$ cat src/rtl/fpmul_share_ctrl.sv
// fpmul_share_ctrl: shares one non-stallable FP32 multiplier between two requesters,
// with credit backpressure and per-port response FIFOs. Macro FPMUL_SHARE_FIXED_PRIO_EN selects fixed priority.
`default_nettype none

module fpmul_share_ctrl #(
  parameter int LAT   = 4,
  parameter int DEPTH = 4
) (
  input  logic        clk_i,
  input  logic        rst_ni,
  input  logic [1:0]  req_valid_i,
  output logic [1:0]  req_ready_o,
  input  logic [31:0] req_a0_i,
  input  logic [31:0] req_b0_i,
  input  logic [31:0] req_a1_i,
  input  logic [31:0] req_b1_i,
  output logic        mul_issue_o,
  output logic [31:0] mul_a_o,
  output logic [31:0] mul_b_o,
  input  logic        mul_res_valid_i,
  input  logic [31:0] mul_res_i,
  input  logic [3:0]  mul_flags_i,
  output logic [1:0]  rsp_valid_o,
  input  logic [1:0]  rsp_ready_i,
  output logic [35:0] rsp_data0_o,
  output logic [35:0] rsp_data1_o,
  output logic        seq_err_o
);

  localparam int AW = $clog2(DEPTH);
  localparam int CW = $clog2(DEPTH + 1);
  localparam int DW = $clog2(LAT + 2);

  logic [1:0]  elig_w;
  logic [1:0]  grant_w;
  logic [1:0]  accept_w;
  logic [1:0]  pop_w;
  logic [1:0]  push_w;
  logic [35:0] head_w [2];

  // ---------------------------------------------------------------- arbitration
`ifdef FPMUL_SHARE_FIXED_PRIO_EN
  always_comb begin
    grant_w = 2'b00;
    if (elig_w[0]) begin
      grant_w = 2'b01;
    end else if (elig_w[1]) begin
      grant_w = 2'b10;
    end
  end
`else
  logic last_grant_q;
  logic last_grant_d;

  always_comb begin
    grant_w = elig_w;
    if (elig_w == 2'b11) begin
      grant_w = last_grant_q ? 2'b01 : 2'b10;
    end
  end

  always_comb begin
    last_grant_d = last_grant_q;
    if (accept_w != 2'b00) begin
      last_grant_d = accept_w[1];
    end
  end

  always_ff @(posedge clk_i) begin
    if (!rst_ni) begin
      last_grant_q <= 1'b1;
    end else begin
      last_grant_q <= last_grant_d;
    end
  end
`endif

  assign req_ready_o = rst_ni ? grant_w : 2'b00;
  assign accept_w    = req_valid_i & req_ready_o;

  // ---------------------------------------------------------------- issue stage
  logic        issue_q;
  logic        issue_port_q;
  logic [31:0] mul_a_q;
  logic [31:0] mul_b_q;

  always_ff @(posedge clk_i) begin
    if (!rst_ni) begin
      issue_q      <= 1'b0;
      issue_port_q <= 1'b0;
      mul_a_q      <= '0;
      mul_b_q      <= '0;
    end else begin
      issue_q      <= |accept_w;
      issue_port_q <= accept_w[1];
      if (|accept_w) begin
        mul_a_q <= accept_w[1] ? req_a1_i : req_a0_i;
        mul_b_q <= accept_w[1] ? req_b1_i : req_b0_i;
      end
    end
  end

  assign mul_issue_o = issue_q;
  assign mul_a_o     = mul_a_q;
  assign mul_b_o     = mul_b_q;

  // ---------------------------------------------------------------- tag pipeline
  // Loaded from the issue register so the tail lines up with mul_res_valid_i.
  logic [LAT-1:0] tag_v_q;
  logic [LAT-1:0] tag_p_q;
  logic           tail_v_w;
  logic           tail_p_w;

  if (LAT == 1) begin : g_tag_single
    always_ff @(posedge clk_i) begin
      if (!rst_ni) begin
        tag_v_q <= '0;
        tag_p_q <= '0;
      end else begin
        tag_v_q <= issue_q;
        tag_p_q <= issue_port_q;
      end
    end
  end else begin : g_tag_shift
    always_ff @(posedge clk_i) begin
      if (!rst_ni) begin
        tag_v_q <= '0;
        tag_p_q <= '0;
      end else begin
        tag_v_q <= {tag_v_q[LAT-2:0], issue_q};
        tag_p_q <= {tag_p_q[LAT-2:0], issue_port_q};
      end
    end
  end

  assign tail_v_w  = tag_v_q[LAT-1];
  assign tail_p_w  = tag_p_q[LAT-1];
  assign push_w[0] = tail_v_w & mul_res_valid_i & ~tail_p_w;
  assign push_w[1] = tail_v_w & mul_res_valid_i &  tail_p_w;

  // ---------------------------------------------------------------- sequence check
  logic [DW-1:0] drain_q;
  logic          seq_err_q;

  always_ff @(posedge clk_i) begin
    if (!rst_ni) begin
      drain_q   <= DW'(LAT + 1);
      seq_err_q <= 1'b0;
    end else begin
      if (drain_q != '0) begin
        drain_q <= drain_q - DW'(1);
      end else if (tail_v_w != mul_res_valid_i) begin
        seq_err_q <= 1'b1;
      end
    end
  end

  assign seq_err_o = seq_err_q;

  // ---------------------------------------------------------------- per-port credits and FIFOs
  for (genvar p = 0; p < 2; p++) begin : g_port
    logic [35:0]   mem_q [DEPTH];
    logic [AW-1:0] wptr_q;
    logic [AW-1:0] rptr_q;
    logic [CW-1:0] cnt_q;
    logic [CW-1:0] credit_q;
    logic [CW-1:0] credit_d;

    assign elig_w[p]      = req_valid_i[p] && (credit_q != '0);
    assign rsp_valid_o[p] = (cnt_q != '0);
    assign pop_w[p]       = rsp_valid_o[p] & rsp_ready_i[p];
    assign head_w[p]      = rsp_valid_o[p] ? mem_q[rptr_q] : '0;

    // A pop returns its credit only from the following cycle on.
    always_comb begin
      credit_d = credit_q - CW'(accept_w[p]) + CW'(pop_w[p]);
    end

    always_ff @(posedge clk_i) begin
      if (push_w[p]) begin
        mem_q[wptr_q] <= {mul_flags_i, mul_res_i};
      end
    end

    always_ff @(posedge clk_i) begin
      if (!rst_ni) begin
        wptr_q   <= '0;
        rptr_q   <= '0;
        cnt_q    <= '0;
        credit_q <= CW'(DEPTH);
      end else begin
        credit_q <= credit_d;
        cnt_q    <= cnt_q + CW'(push_w[p]) - CW'(pop_w[p]);
        if (push_w[p]) begin
          wptr_q <= wptr_q + AW'(1);
        end
        if (pop_w[p]) begin
          rptr_q <= rptr_q + AW'(1);
        end
      end
    end
  end

  assign rsp_data0_o = head_w[0];
  assign rsp_data1_o = head_w[1];

endmodule

`default_nettype wire
$ cat config.mk
export PLATFORM = sky130hd
export DESIGN_NAME = fpmul_share_ctrl
export DESIGN_NICKNAME = d
export VERILOG_FILES = /design/src/rtl/fpmul_share_ctrl.sv
export SDC_FILE = /design/constraint.sdc
export NUM_CORES = 1
export LEC_CHECK = 0
export BUFFER_PORTS_ARGS = -buffer_cell sky130_fd_sc_hd__buf_2
export CORE_MARGIN = 2
export CORE_UTILIZATION = 45
export DETAILED_ROUTE_END_ITERATION = 8
export PLACE_DENSITY = 0.69
export REMOVE_ABC_BUFFERS = 1
export SLEW_MARGIN = 20
export SYNTH_ARGS = -nofsm -noshare
export SYNTH_HDL_FRONTEND = slang
export SYNTH_SLANG_ARGS = --single-unit
$ cat constraint.sdc
create_clock -name clk_i -period 4.4 [get_ports clk_i]
set_input_delay 0 -clock clk_i [delete_from_list [all_inputs] [get_ports clk_i]]
set_output_delay 0 -clock clk_i [all_outputs]
set_load 0.02 [all_outputs]
Yosys cells after proc, flatten, opt, wreduce, memory -nomap -nowiden
Memory sizes are Yosys's and may differ from the RTL's. A register that Yosys moved wholly into a read port is not among the register bits.
Cells that the tools add are included.
{"block": "classes", "muxes": 15, "bitwise_logic": 8, "add_sub_neg": 13, "n_reduce_logical": 10, "eq_ne": 2}
{"cell": "$mux 36", "count": 2}
{"cell": "$mux 32", "count": 2}
{"cell": "$reduce_bool 3->1", "count": 5}
{"cell": "$mux 2", "count": 7}
{"cell": "$add 3x1->3", "count": 4}
{"cell": "$sub 3x1->3", "count": 4}
{"cell": "$add 2x1->2 const B", "count": 4}
{"cell": "$and 1x1->1", "count": 5}
{"cell": "$mux 1", "count": 4}
{"cell": "$sub 3x1->3 const B", "count": 1}
{"cell": "$and 2x2->2", "count": 1}
{"cell": "$eq 2x2->1 const B", "count": 1}
{"cell": "$logic_and 1x1->1", "count": 2}
{"cell": "$not 1->1", "count": 2}
{"cell": "$reduce_and 2->1", "count": 1}
{"cell": "$reduce_bool 2->1", "count": 1}
{"cell": "$reduce_or 2->1", "count": 1}
{"cell": "$ne 1x1->1", "count": 1}
{"block": "word_totals", "ff_bits": 99, "inputBits": 171, "memories": 2, "word_cells": 67, "ramBits": 288, "output_inout_bits": 142}
{"name": "g_port[0].mem_q", "depth": 4, "word_bits": 36, "rd": 1, "rd_clocked_by_memory_dff": 1, "wr": 1, "line": "162", "source": "logic [35:0] mem_q [DEPTH];"}
{"name": "g_port[1].mem_q", "depth": 4, "word_bits": 36, "rd": 1, "rd_clocked_by_memory_dff": 1, "wr": 1, "line": "162"}

Logic depth before layout (Yosys ltp)
Gate-level depths: netlist of the first run.
{"block": "depth", "word_depth": 8, "depth_mapped": 11, "ltp_nobuf": 9}

Worst setup path after synthesis of the first run
No wires, ideal clock.
{"block": "synth_path", "kind": "reg2reg", "startpoint": "reg g_port[1].credit_q[1]", "endpoint": "reg g_port[1].credit_q[2]", "synth_period_minus_slack_ns": 2.323, "path_stages_with_launch": 10, "t_required_ns": 4.273, "slack_ns": 2.077, "n_path_buf": 1, "setup_ns": 0.127, "arrival_ns": 2.196, "cell_sequence": "dfxtp_1 o311ai_2 clkbuf_1 nor2_1 ha_1 inv_1 ha_1 fa_1 xnor2_1 nand2_1"}
{"block": "synth_between", "elab_chain_len": 8}
{"element": "from (decl)", "line": "166", "source": "logic [CW-1:0] credit_q;"}
{"element": "from (signal assigned)", "line": "190", "source": "credit_q <= CW'(DEPTH);"}
{"element": "from (signal assigned)", "line": "192", "source": "credit_q <= credit_d;"}
{"element": "$reduce_bool 3->1 *", "line": "169", "source": "assign elig_w[p] = req_valid_i[p] && (credit_q != '0);"}
{"element": "$logic_and 1x1->1 *", "line": "169"}
{"element": "$eq 2x2->1", "line": "57", "source": "if (elig_w == 2'b11) begin"}
{"element": "$mux 2 *", "line": "57"}
{"element": "$mux 2 *", "line": "78", "source": "assign req_ready_o = rst_ni ? grant_w : 2'b00;"}
{"element": "$and 2x2->2 *", "line": "79", "source": "assign accept_w = req_valid_i & req_ready_o;"}
{"element": "via accept_w[1]", "line": "36", "source": "logic [1:0] accept_w;"}
{"element": "$sub 3x1->3 *", "line": "176", "source": "credit_d = credit_q - CW'(accept_w[p]) + CW'(pop_w[p]);"}
{"element": "$add 3x1->3 *", "line": "176"}
Mark *: on every way through the listed nets, which the timed path passes. The rest lies on a longest branch.
A chain may end at the register's enable or synchronous reset.

Worst setup path in the final report of the first run
{"block": "layout_path", "startpoint": "reg g_port[1].credit_q[1]", "endpoint": "reg mul_a_q[26], in the netlist mul_a_o[26]"}
{"block": "layout_between", "elab_chain_len": 7, "word_cells_on_any_way": 8, "classes_between": "eq/ne (1); mux (3); bitwise (1); reduce/logical (3)"}
{"element": "$reduce_bool 3->1 *", "line": "169"}
{"element": "$logic_and 1x1->1 *", "line": "169"}
{"element": "$eq 2x2->1", "line": "57"}
{"element": "$mux 2 *", "line": "57"}
{"element": "$mux 2 *", "line": "78"}
{"element": "$and 2x2->2 *", "line": "79"}
{"element": "$mux 32 / $reduce_or 2->1 (equally long branches)", "line": "97, 96"}
{"element": "to (signal assigned)", "line": "97", "source": "mul_a_q <= accept_w[1] ? req_a1_i : req_a0_i;"}
{"element": "to (decl)", "line": "84", "source": "logic [31:0] mul_a_q;"}
Mark *: on every way between the ends. The rest lies on a longest branch, timed or not.

==> results of run 1 <==
## worst reg2reg max path: stages (launching register included)
cell and delay (ps):
dfxtp_1 470, o311a_4 950, or2_1 210, buf_4 410, a31oi_1 190, dlygate4sd3_1 620
## cell usage in the layout (no fill, tap or decap), types with 4 or more instances in the layout
cell and count:
nor2_1 5, buf_4 12, ha_1 19, edfxtp_1 288, and3_1 23, a31oi_1 41
dfxtp_1 99, o31ai_1 15, mux4_2 72, a221o_1 23, inv_1 28, o21ai_0 42
xnor2_1 14, fa_1 4, a211oi_1 28, clkbuf_16 42, nand2_1 8, dlygate4sd3_1 168
clkinv_1 10, buf_2 312, nand3_1 42, and3_4 4, and2_1 25, nor2b_1 75
dfxtp_2 4, clkinv_2 12, and2_2 4, clkbuf_1 6
## through the flow
step                cell area, um2  hold WS, ps   util
global route                 20400         69.5  0.606
global placement             17400          224  0.518
CTS                          20400         19.3  0.605
finish                       20400         43.4  0.606
floorplan                    15200         61.9      -
detailed placement           17500          231  0.518
## cell type report
| class | instances | share of cell area |
|---|---|---|
| inverters | 28 | 0.00515 |
| flip-flops and latches | 391 | 0.525 |
| well taps | 448 | 0.0275 |
| multi-input cells | 466 | 0.217 |
| repair buffers | 492 | 0.163 |
| diodes | 1 | 0.000123 |
| clock buffers | 48 | 0.0526 |
| clock inverters | 27 | 0.00932 |
## state kept, by name (all words and copies together) (netlist names), 4 cells and up, named ones only
signal and count:
g_port.mem_q 288, tag_v_q 4, g_port.rptr_q 4, mul_a_o 32
g_port.cnt_q 6, g_port.wptr_q 4, g_port.credit_q 6, tag_p_q 4
mul_b_o 32
## repair_timing
item	4_1_cts	5_1_grt
setup buffers	0	0
hold buffers	168	0
hold endpoints to repair	377	0
## final timing paths
kind | startpoint | endpoint | slack [ps] | cells after the start
max | g_port[1].credit_q[1] | mul_a_o[26] | 1430 | 5
max reg2reg | g_port[1].credit_q[1] | mul_a_o[26] | 1430 | 5
min reg2reg | tag_v_q[0] | tag_v_q[1] | 430 | 1
min | req_valid_i[1] | last_grant_q | 40 | 4
## logic make-up after synthesis
group,synth area share
mux,0.106
fa+ha+maj,0.0205
compound gates,0.0744
buf+inv,0.0285
simple gates,0.0718
xor+xnor,0.00847
flops,0.691
## power breakdown
part / internal (uW) / leakage, uW / switching [uW]
clock network: 1870 / 0.000627 / 1370
registers: 4190 / 0.00344 / 334
logic: 1540 / 0.00366 / 1990
total: 7600 / 0.00773 / 3690
## metal layers
layer  track usage  up-vias  share of wire
met2         0.386      452           0.51
met3        0.0470       65          0.073
met1         0.264     5126           0.39
li1              -     4659              -
met5             0        -              0
met4        0.0546        0          0.023
==> impl_metrics.env, run 1 <==
export IMPL_die_area_mm2=0.0360
export IMPL_avgSynthCellArea_um2=16.2
export IMPL_synth_area_leader_cell="edfxtp_1"
export IMPL_async_reset_ff_frac=0
export IMPL_post_drt_wl_per_cell_um=20.3
export IMPL_setup_ws_ps=1430
export IMPL_syn2layout_area_growth_pct=31.6
export IMPL_run_status="completed"
export IMPL_ant_nets=0
export IMPL_yosysTopAreaCellShare=0.558
export IMPL_finalHoldViolations=0
export IMPL_yosys_warnings=0
export IMPL_final_setup_tns_ps=0
export IMPL_drt_iter0_drc=627
export IMPL_grt_max_degree=107
export IMPL_drv_cap=0
export IMPL_synth_edf_count=288
export IMPL_die_height_um=190
export IMPL_track_usage=0.215
export IMPL_cts_sinks=391
export IMPL_ys_seq_elements=391
export IMPL_critPathLaunchType="flop"
export IMPL_drive_above_1_share=0.326
export IMPL_synth_cells=957
export IMPL_path_cells="o311a_4 > or2_1 > buf_4 > a31oi_1 > dlygate4sd3_1"
export IMPL_numPortBuffers=312
export IMPL_clk_latency_ps=520
export IMPL_rsz0062_at_grt="false"
export IMPL_path_buf_inv=2
export IMPL_seqCellArea_mm2=0.0107
export IMPL_layout_nets=1614
export IMPL_dp_hpwl_um=22200
export IMPL_initial_utilization=0.460
export IMPL_synth_cell_type_count=39
export IMPL_nFillCells=2532
export IMPL_synthTopCellsByCount="288 x edfxtp_1, 103 x dfxtp_1, 75 x nor2b_1"
export IMPL_synthFlopType="edfxtp_1"
export IMPL_finalSetupViolations=0
export IMPL_critPathMaxFanout=106
export IMPL_synth_most_common_cell="edfxtp_1"
export IMPL_coreArea_mm2=0.0337
export IMPL_fin_skew_ps=14.5
export IMPL_yosysSeqAreaShare=0.691
export IMPL_gr_total_overflow=0
export IMPL_rows=67
export IMPL_relSlewSlack=0.296
export IMPL_instances_no_fill=1901
export IMPL_irDropWorstVdd_mv=0.363
export IMPL_grt_pass1_wl_um=59700
export IMPL_synth_area_leaders="edfxtp_1 56%, dfxtp_1 13%, mux4_2 10%, nor2b_1 3.0%, a31oi_1 1.7%"
export IMPL_synthesis_area_mm2=0.0155
export IMPL_max_freq_mhz=336
export IMPL_multiInputGateArea_mm2=0.00443
export IMPL_crit_family="compound AO/OA/AOI/OAI gates"
export IMPL_cts_resized=0
export IMPL_slew_violations=0
export IMPL_ioPinCount=313
export IMPL_min_path_type="primary input to flop"
export IMPL_drt_first_pass_iters=5
export IMPL_timing_final_crit_period_ps=2970
export IMPL_grt_pass1_vias=10900
export IMPL_cts_max_level=2
export IMPL_cts_root_buf="clkbuf_16"
export IMPL_period_share=0.676
export IMPL_gp_congestion=0.823
export IMPL_routed_wl_um=38600
export IMPL_clk_pin_slew_worst_paths_ps=60
export IMPL_via_count=10300
export IMPL_crit_required_ps=4800
export IMPL_power_density_mw_per_mm2=553
export IMPL_drcViolationCount=0
export IMPL_path_class="flop to flop"
export IMPL_power_leakage_uw=0.00773
export IMPL_die_w_um=190
export IMPL_antenna_found_initial=1
export IMPL_worst_pin_slew_ps=1060
export IMPL_viasPerCell=5.42
export IMPL_cp_end_kind="flop"
export IMPL_max_stage_delay_ps=950
export IMPL_pre_cts_ws_ps=1910
export IMPL_cts_buffers=41
export IMPL_finalPower_uw=11300
export IMPL_cts_tree="built"
export IMPL_cp_slowest_cell="o311a_4"
export IMPL_cts_buffer_depth=3
export IMPL_placedCellCount=1657
export IMPL_cp_arrival_ps=3370
No activity file was read; power rests on OpenSTA's default activity.
==> run 2, diff against run 1 <==
==> constraint.sdc (replaced) <==
create_clock -name clk_i -period 3.1 [get_ports clk_i]
set_input_delay 0 -clock clk_i [delete_from_list [all_inputs] [get_ports clk_i]]
set_output_delay 0 -clock clk_i [all_outputs]
set_load 0.02 [all_outputs]
==> run 2 against run 1 <==
Non-clock buffer count is 14 higher. Hold slack worse by 0.65 ps. Critical path depth is 4 higher. Combinational power grew 48%. Global-route usage increased by 0.15 points. Largest power group unchanged. Via count increased by 1.3%. Flip-flop and latch count unchanged.
==> impl_metrics.env, run 2 (synthesis results as in run 1) <==
export IMPL_slew_violations=0
export IMPL_clk_pin_slew_worst_paths_ps=60
export IMPL_drt_iter0_drc=631
export IMPL_dr_wl_met3_um=2740
export IMPL_coreArea_mm2=0.0337
export IMPL_drt_first_pass_iters=5
export IMPL_initial_utilization=0.460
export IMPL_ioPinCount=313
export IMPL_gp_congestion=0.813
export IMPL_worst_pin_slew_ps=924
export IMPL_switchingPower_uw=5280
export IMPL_wl_met1_um=15600
export IMPL_switching_share=0.326
export IMPL_die_height_um=190
export IMPL_largest_reg_flops=288
export IMPL_top_register="g_port.mem_q"
export IMPL_clockPowerShare=0.288
export IMPL_routed_wl_um=39000
export IMPL_path_class="flop to flop"
export IMPL_critPathMaxFanout=24
export IMPL_finalHoldViolations=0
export IMPL_r2r_setup_slack_ps=330
export IMPL_final_common_cell="buf_2"
export IMPL_post_drt_wl_per_cell_um=20.3
export IMPL_placed_cell_area_mm2=0.0176
export IMPL_cts_max_level=2
export IMPL_crit_required_ps=3490
export IMPL_stdcell_area_mm2=0.0206
export IMPL_irDropWorstVdd_mv=0.507
export IMPL_rsz0062_at_grt="false"
export IMPL_drive_above_1_share=0.336
export IMPL_power_leakage_uw=0.00785
export IMPL_layout_common_cells="312 x buf_2, 288 x edfxtp_1, 167 x dlygate4sd3_1"
export IMPL_wl_met2_um=19400
export IMPL_fin_skew_ps=14.6
export IMPL_cts_buffer_depth=3
export IMPL_cp_arrival_ps=3160
export IMPL_period_share=0.894
export IMPL_ant_nets=0
export IMPL_via_count=10400
export IMPL_pre_cts_ws_ps=19.3
export IMPL_grt_max_degree=80
export IMPL_dp_hpwl_um=23100
export IMPL_cp_startpoint="g_port[1].credit_q[1]"
export IMPL_setup_ws_ps=327
export IMPL_worstReg2RegEnd="g_port[0].credit_q[2]"
export IMPL_r2r_start="g_port[1].credit_q[1]"
export IMPL_min_path_type="primary input to flop"
export IMPL_cts_root_buf="clkbuf_16"
export IMPL_timing_final_crit_period_ps=2770
export IMPL_cts_setup_buffers=0
export IMPL_gr_total_overflow=0
export IMPL_antenna_found_initial=2
export IMPL_cp_end_kind="flop"
export IMPL_run_status="completed"
export IMPL_critPathLaunchType="flop"
export IMPL_internal_power_uw=10900
export IMPL_finalSetupViolations=0
export IMPL_post_route_util=0.612
export IMPL_cts_buffers=41
export IMPL_grt_pass1_vias=10800
export IMPL_top_layer="met4"
export IMPL_drcViolationCount=0
export IMPL_die_area_mm2=0.0360
export IMPL_syn2layout_area_growth_pct=33.0
export IMPL_ctsHoldBuffers=167
export IMPL_drv_cap=0
export IMPL_crit_end="g_port[0].credit_q[2]"
export IMPL_rows=67
export IMPL_cts_tree="built"
export IMPL_holdWs_ps=42.7
export IMPL_layout_nets=1628
export IMPL_viasPerCell=5.44
export IMPL_power_density_mw_per_mm2=784
export IMPL_rr_worst_depth=9
export IMPL_seqPwrFrac=0.390
export IMPL_clk_latency_ps=530
export IMPL_track_usage=0.216
export IMPL_grt_pass1_wl_um=60200
export IMPL_max_freq_mhz=361
export IMPL_combPwrFrac=0.322
export IMPL_relSlewSlack=0.380
export IMPL_cts_resized=0
export IMPL_cts_sinks=391
export IMPL_die_w_um=190
export IMPL_numPortBuffers=312
run 2: cell types whose count changed in the layout (fill, tap and decap cells not counted), moves of 4 or more:
cell      delta
buf_12       +5
clkbuf_8     +9
and3_2       +4
and3_4       -4
clkinv_2     -5
buf_4       +10
run 2: worst max-delay path, stage by stage (launching register included):
cell      delay, ps
dfxtp_1         380
o31a_1          400
a21boi_4        600
ha_1            360
inv_1            50
ha_1            130
inv_1            50
fa_1            410
xnor2_1         180
nand2_1          70
run 2: routing by layer:
| layer | vias to the layer above | track usage |
|---|---|---|
| li1 | 4686 | - |
| met1 | 5202 | 0.273 |
| met2 | 473 | 0.376 |
| met3 | 76 | 0.0441 |
| met4 | 0 | 0.0701 |
| met5 | - | 0 |
run 2: cell type report:
class                           instances  area [um2]
Fill cell                            2494       13100
Sequential cell                       391       10700
Multi-Input combinational cell        466        4420
Timing Repair Buffer                  506        3500
Clock buffer                           55        1190
Tap cell                              448         561
Clock inverter                         20         121
Inverter                               28         105
Antenna cell                            3        7.51
run 2: power by group through the flow:
stage | registers (uW) | logic [uW] | clock network, uW
after floorplan | 6730 | 2690 | 0
after CTS | 6300 | 5220 | 4750
after global placement | 6380 | 4800 | 0
final | 6300 | 5200 | 4660
after global routing | 6340 | 5620 | 4970
after detailed placement | 6390 | 4830 | 0
run 2: how the worst min path moves through the flow:
stage	slack, ps	endpoint	start	cells past startpoint
final	40	last_grant_q	req_valid_i[1]	4
after global routing	70	last_grant_q	req_valid_i[1]	4
after CTS	10	last_grant_q	req_valid_i[1]	4
after detailed placement	230	mul_b_o[20]	req_b0_i[20]	2
after global placement	230	mul_b_o[14]	req_b0_i[14]	2
after floorplan	60	drain_q[0]	rst_ni	1
run 2: per-stage QoR:
| step | std cells | TNS (ps) | power (uW) |
|---|---|---|---|
| global placement | 1672 | 0 | 11200 |
| floorplan | 885 | -64920 | 9420 |
| detailed placement | 1672 | 0 | 11200 |
| CTS | 1914 | 0 | 16300 |
| finish | 1917 | 0 | 16200 |
| global route | 1916 | 0 | 16900 |
==> run 3, diff against run 2 <==
--- a/config.mk
+++ b/config.mk
@@ -6,6 +6,7 @@
 export NUM_CORES = 1
 export LEC_CHECK = 0
 export BUFFER_PORTS_ARGS = -buffer_cell sky130_fd_sc_hd__buf_2
+export CORE_ASPECT_RATIO = 0.75
 export CORE_MARGIN = 2
 export CORE_UTILIZATION = 45
 export DETAILED_ROUTE_END_ITERATION = 8
==> run 3 against run 2 <==
Non-clock buffer count is 4 higher. Worst setup slack worse by 61 ps. Via count is 0.93% higher. Sequential power is 1% higher. Cell count is 0.47% higher. Critical endpoint is now mul_a_o[11]. Largest power group unchanged.
==> impl_metrics.env, run 3 (synthesis results as in run 1) <==
export IMPL_max_stage_delay_ps=770
export IMPL_largest_reg_flops=288
export IMPL_cp_arrival_ps=3250
export IMPL_rsz0062_at_grt="false"
export IMPL_die_area_mm2=0.0360
export IMPL_fin_skew_ps=14.7
export IMPL_finalHoldViolations=0
export IMPL_path_class="primary input to flop"
export IMPL_final_common_cell="buf_2"
export IMPL_relSlewSlack=0.342
export IMPL_clk_latency_ps=540
export IMPL_gr_usage_met2=0.380
export IMPL_die_height_um=165
export IMPL_switching_share=0.332
export IMPL_cts_buffers=39
export IMPL_routed_wl_um=41000
export IMPL_slew_violations=0
export IMPL_gr_total_overflow=0
export IMPL_layout_common_cells="312 x buf_2, 288 x edfxtp_1, 168 x dlygate4sd3_1"
export IMPL_worst_pin_slew_ps=987
export IMPL_critPathMaxFanout=69
export IMPL_finalSetupViolations=0
export IMPL_ioPinCount=313
export IMPL_rows=58
export IMPL_coreArea_mm2=0.0337
export IMPL_placedCellCount=1677
export IMPL_path_buf_inv=4
export IMPL_instances_no_fill=1926
export IMPL_cp_end_kind="flop"
export IMPL_gp_congestion=0.824
export IMPL_via_count=10500
export IMPL_seqPwrFrac=0.399
export IMPL_crit_family="buffers and inverters"
export IMPL_clockPowerShare=0.275
export IMPL_initial_utilization=0.460
export IMPL_drive_above_1_share=0.332
export IMPL_cts_root_buf="clkbuf_16"
export IMPL_drcViolationCount=0
export IMPL_gr_max_usage_layer="met2"
export IMPL_placed_cell_area_mm2=0.0176
export IMPL_track_usage=0.226
export IMPL_grt_max_degree=70
export IMPL_irDropWorstVdd_mv=0.532
export IMPL_grt_use_met1=0.285
export IMPL_period_share=0.914
export IMPL_finalPower_uw=15900
export IMPL_drt_iter0_drc=850
export IMPL_grt_pass1_vias=10900
export IMPL_top_register="g_port.mem_q"
export IMPL_numPortBuffers=312
export IMPL_combPwrFrac=0.326
export IMPL_layout_nets=1630
export IMPL_antenna_found_initial=11
export IMPL_switchingPower_uw=5290
export IMPL_final_setup_tns_ps=0
export IMPL_post_route_util=0.608
export IMPL_max_freq_mhz=353
export IMPL_drv_cap=0
export IMPL_cts_buffer_depth=3
export IMPL_power_density_mw_per_mm2=777
export IMPL_stdcell_area_mm2=0.0205
export IMPL_cts_sinks=391
export IMPL_internal_power_uw=10700
export IMPL_run_status="completed"
export IMPL_r2r_setup_slack_ps=320
export IMPL_die_w_um=218
export IMPL_cp_depth=7
export IMPL_min_path_type="primary input to flop"
export IMPL_rr_worst_depth=5
export IMPL_grt_pass1_wl_um=61800
export IMPL_clk_pin_slew_worst_paths_ps=60
export IMPL_met3_usage=0.0530
export IMPL_timing_final_crit_period_ps=2830
export IMPL_cts_max_level=2
export IMPL_ant_nets=0
export IMPL_crit_path_frequent_cell="dlygate4sd3_1"
export IMPL_path_cells="dlygate4sd3_1 > buf_2 > o311a_4 > or2_1 > buf_4 > a31oi_1 > dlygate4sd3_1"
export IMPL_post_drt_wl_per_cell_um=21.3
export IMPL_cts_tree="built"
export IMPL_viasPerCell=5.47
export IMPL_power_leakage_uw=0.00779
export IMPL_drt_first_pass_iters=5
export IMPL_dp_hpwl_um=24400
export IMPL_whs_path_depth=4
export IMPL_syn2layout_area_growth_pct=32.3
export IMPL_cp_slowest_cell="o311a_4"
export IMPL_critPathLaunchType="primary input"
export IMPL_crit_required_ps=3520
## run 3: changes by cell type in the layout (fill, tap and decap cells not counted), moves of 2 or more
cell,delta
clkbuf_1,+4
buf_12,-2
clkbuf_16,-2
clkbuf_8,-9
buf_4,+5
diode_2,+9
## run 3: area by class of cell
cell class / instances / area [um2]
fill: 2484 / 13200
sequential: 391 / 10700
multi-input combinational: 466 / 4420
timing repair buffer: 510 / 3510
clock buffer: 48 / 1030
tap: 450 / 563
clock inverter: 21 / 145
inverter: 28 / 105
antenna: 12 / 30.0
## run 3: what timing repair did
action	4_1_cts	5_1_grt
hold buffers	168	0
resized for setup	0	0
setup buffers	0	0
hold endpoints to repair	373	0
## run 3: worst register-to-register path, cell delays in order (launching register included)
cell and delay, ps:
dfxtp_1 470, o311a_4 710, or2_1 200, buf_4 410
a31oi_1 250, dlygate4sd3_1 630
## run 3: per-stage QoR
stage | hold slack, ps | setup WS, ps
after detailed placement | 230 | 800
after CTS | 12.9 | 441
after global routing | 75.7 | 77.9
final | 36.1 | 266
after global placement | 224 | 876
after floorplan | 61.9 | -1050
## run 3: worst paths after layout
kind	startpoint	end
min	req_valid_i[1]	last_grant_q
max reg2reg	g_port[1].credit_q[1]	mul_a_o[11]
min reg2reg	tag_v_q[1]	tag_v_q[2]
max	rst_ni	mul_a_o[11]
## run 3: power by group through the flow
stage | clock (uW) | combinational (uW) | sequential, uW
floorplan | 0 | 2690 | 6730
global placement | 0 | 4770 | 6440
detailed placement | 0 | 4800 | 6450
CTS | 4480 | 5200 | 6360
global route | 4700 | 5590 | 6420
finish | 4390 | 5190 | 6360
## run 3: metal layers
metal	wire length, um	part of all wire	vias to the layer above
met2	20000	0.49	474
li1	-	-	4715
met5	0	0	-
met1	16400	0.40	5235
met4	1580	0.039	0
met3	2950	0.072	110
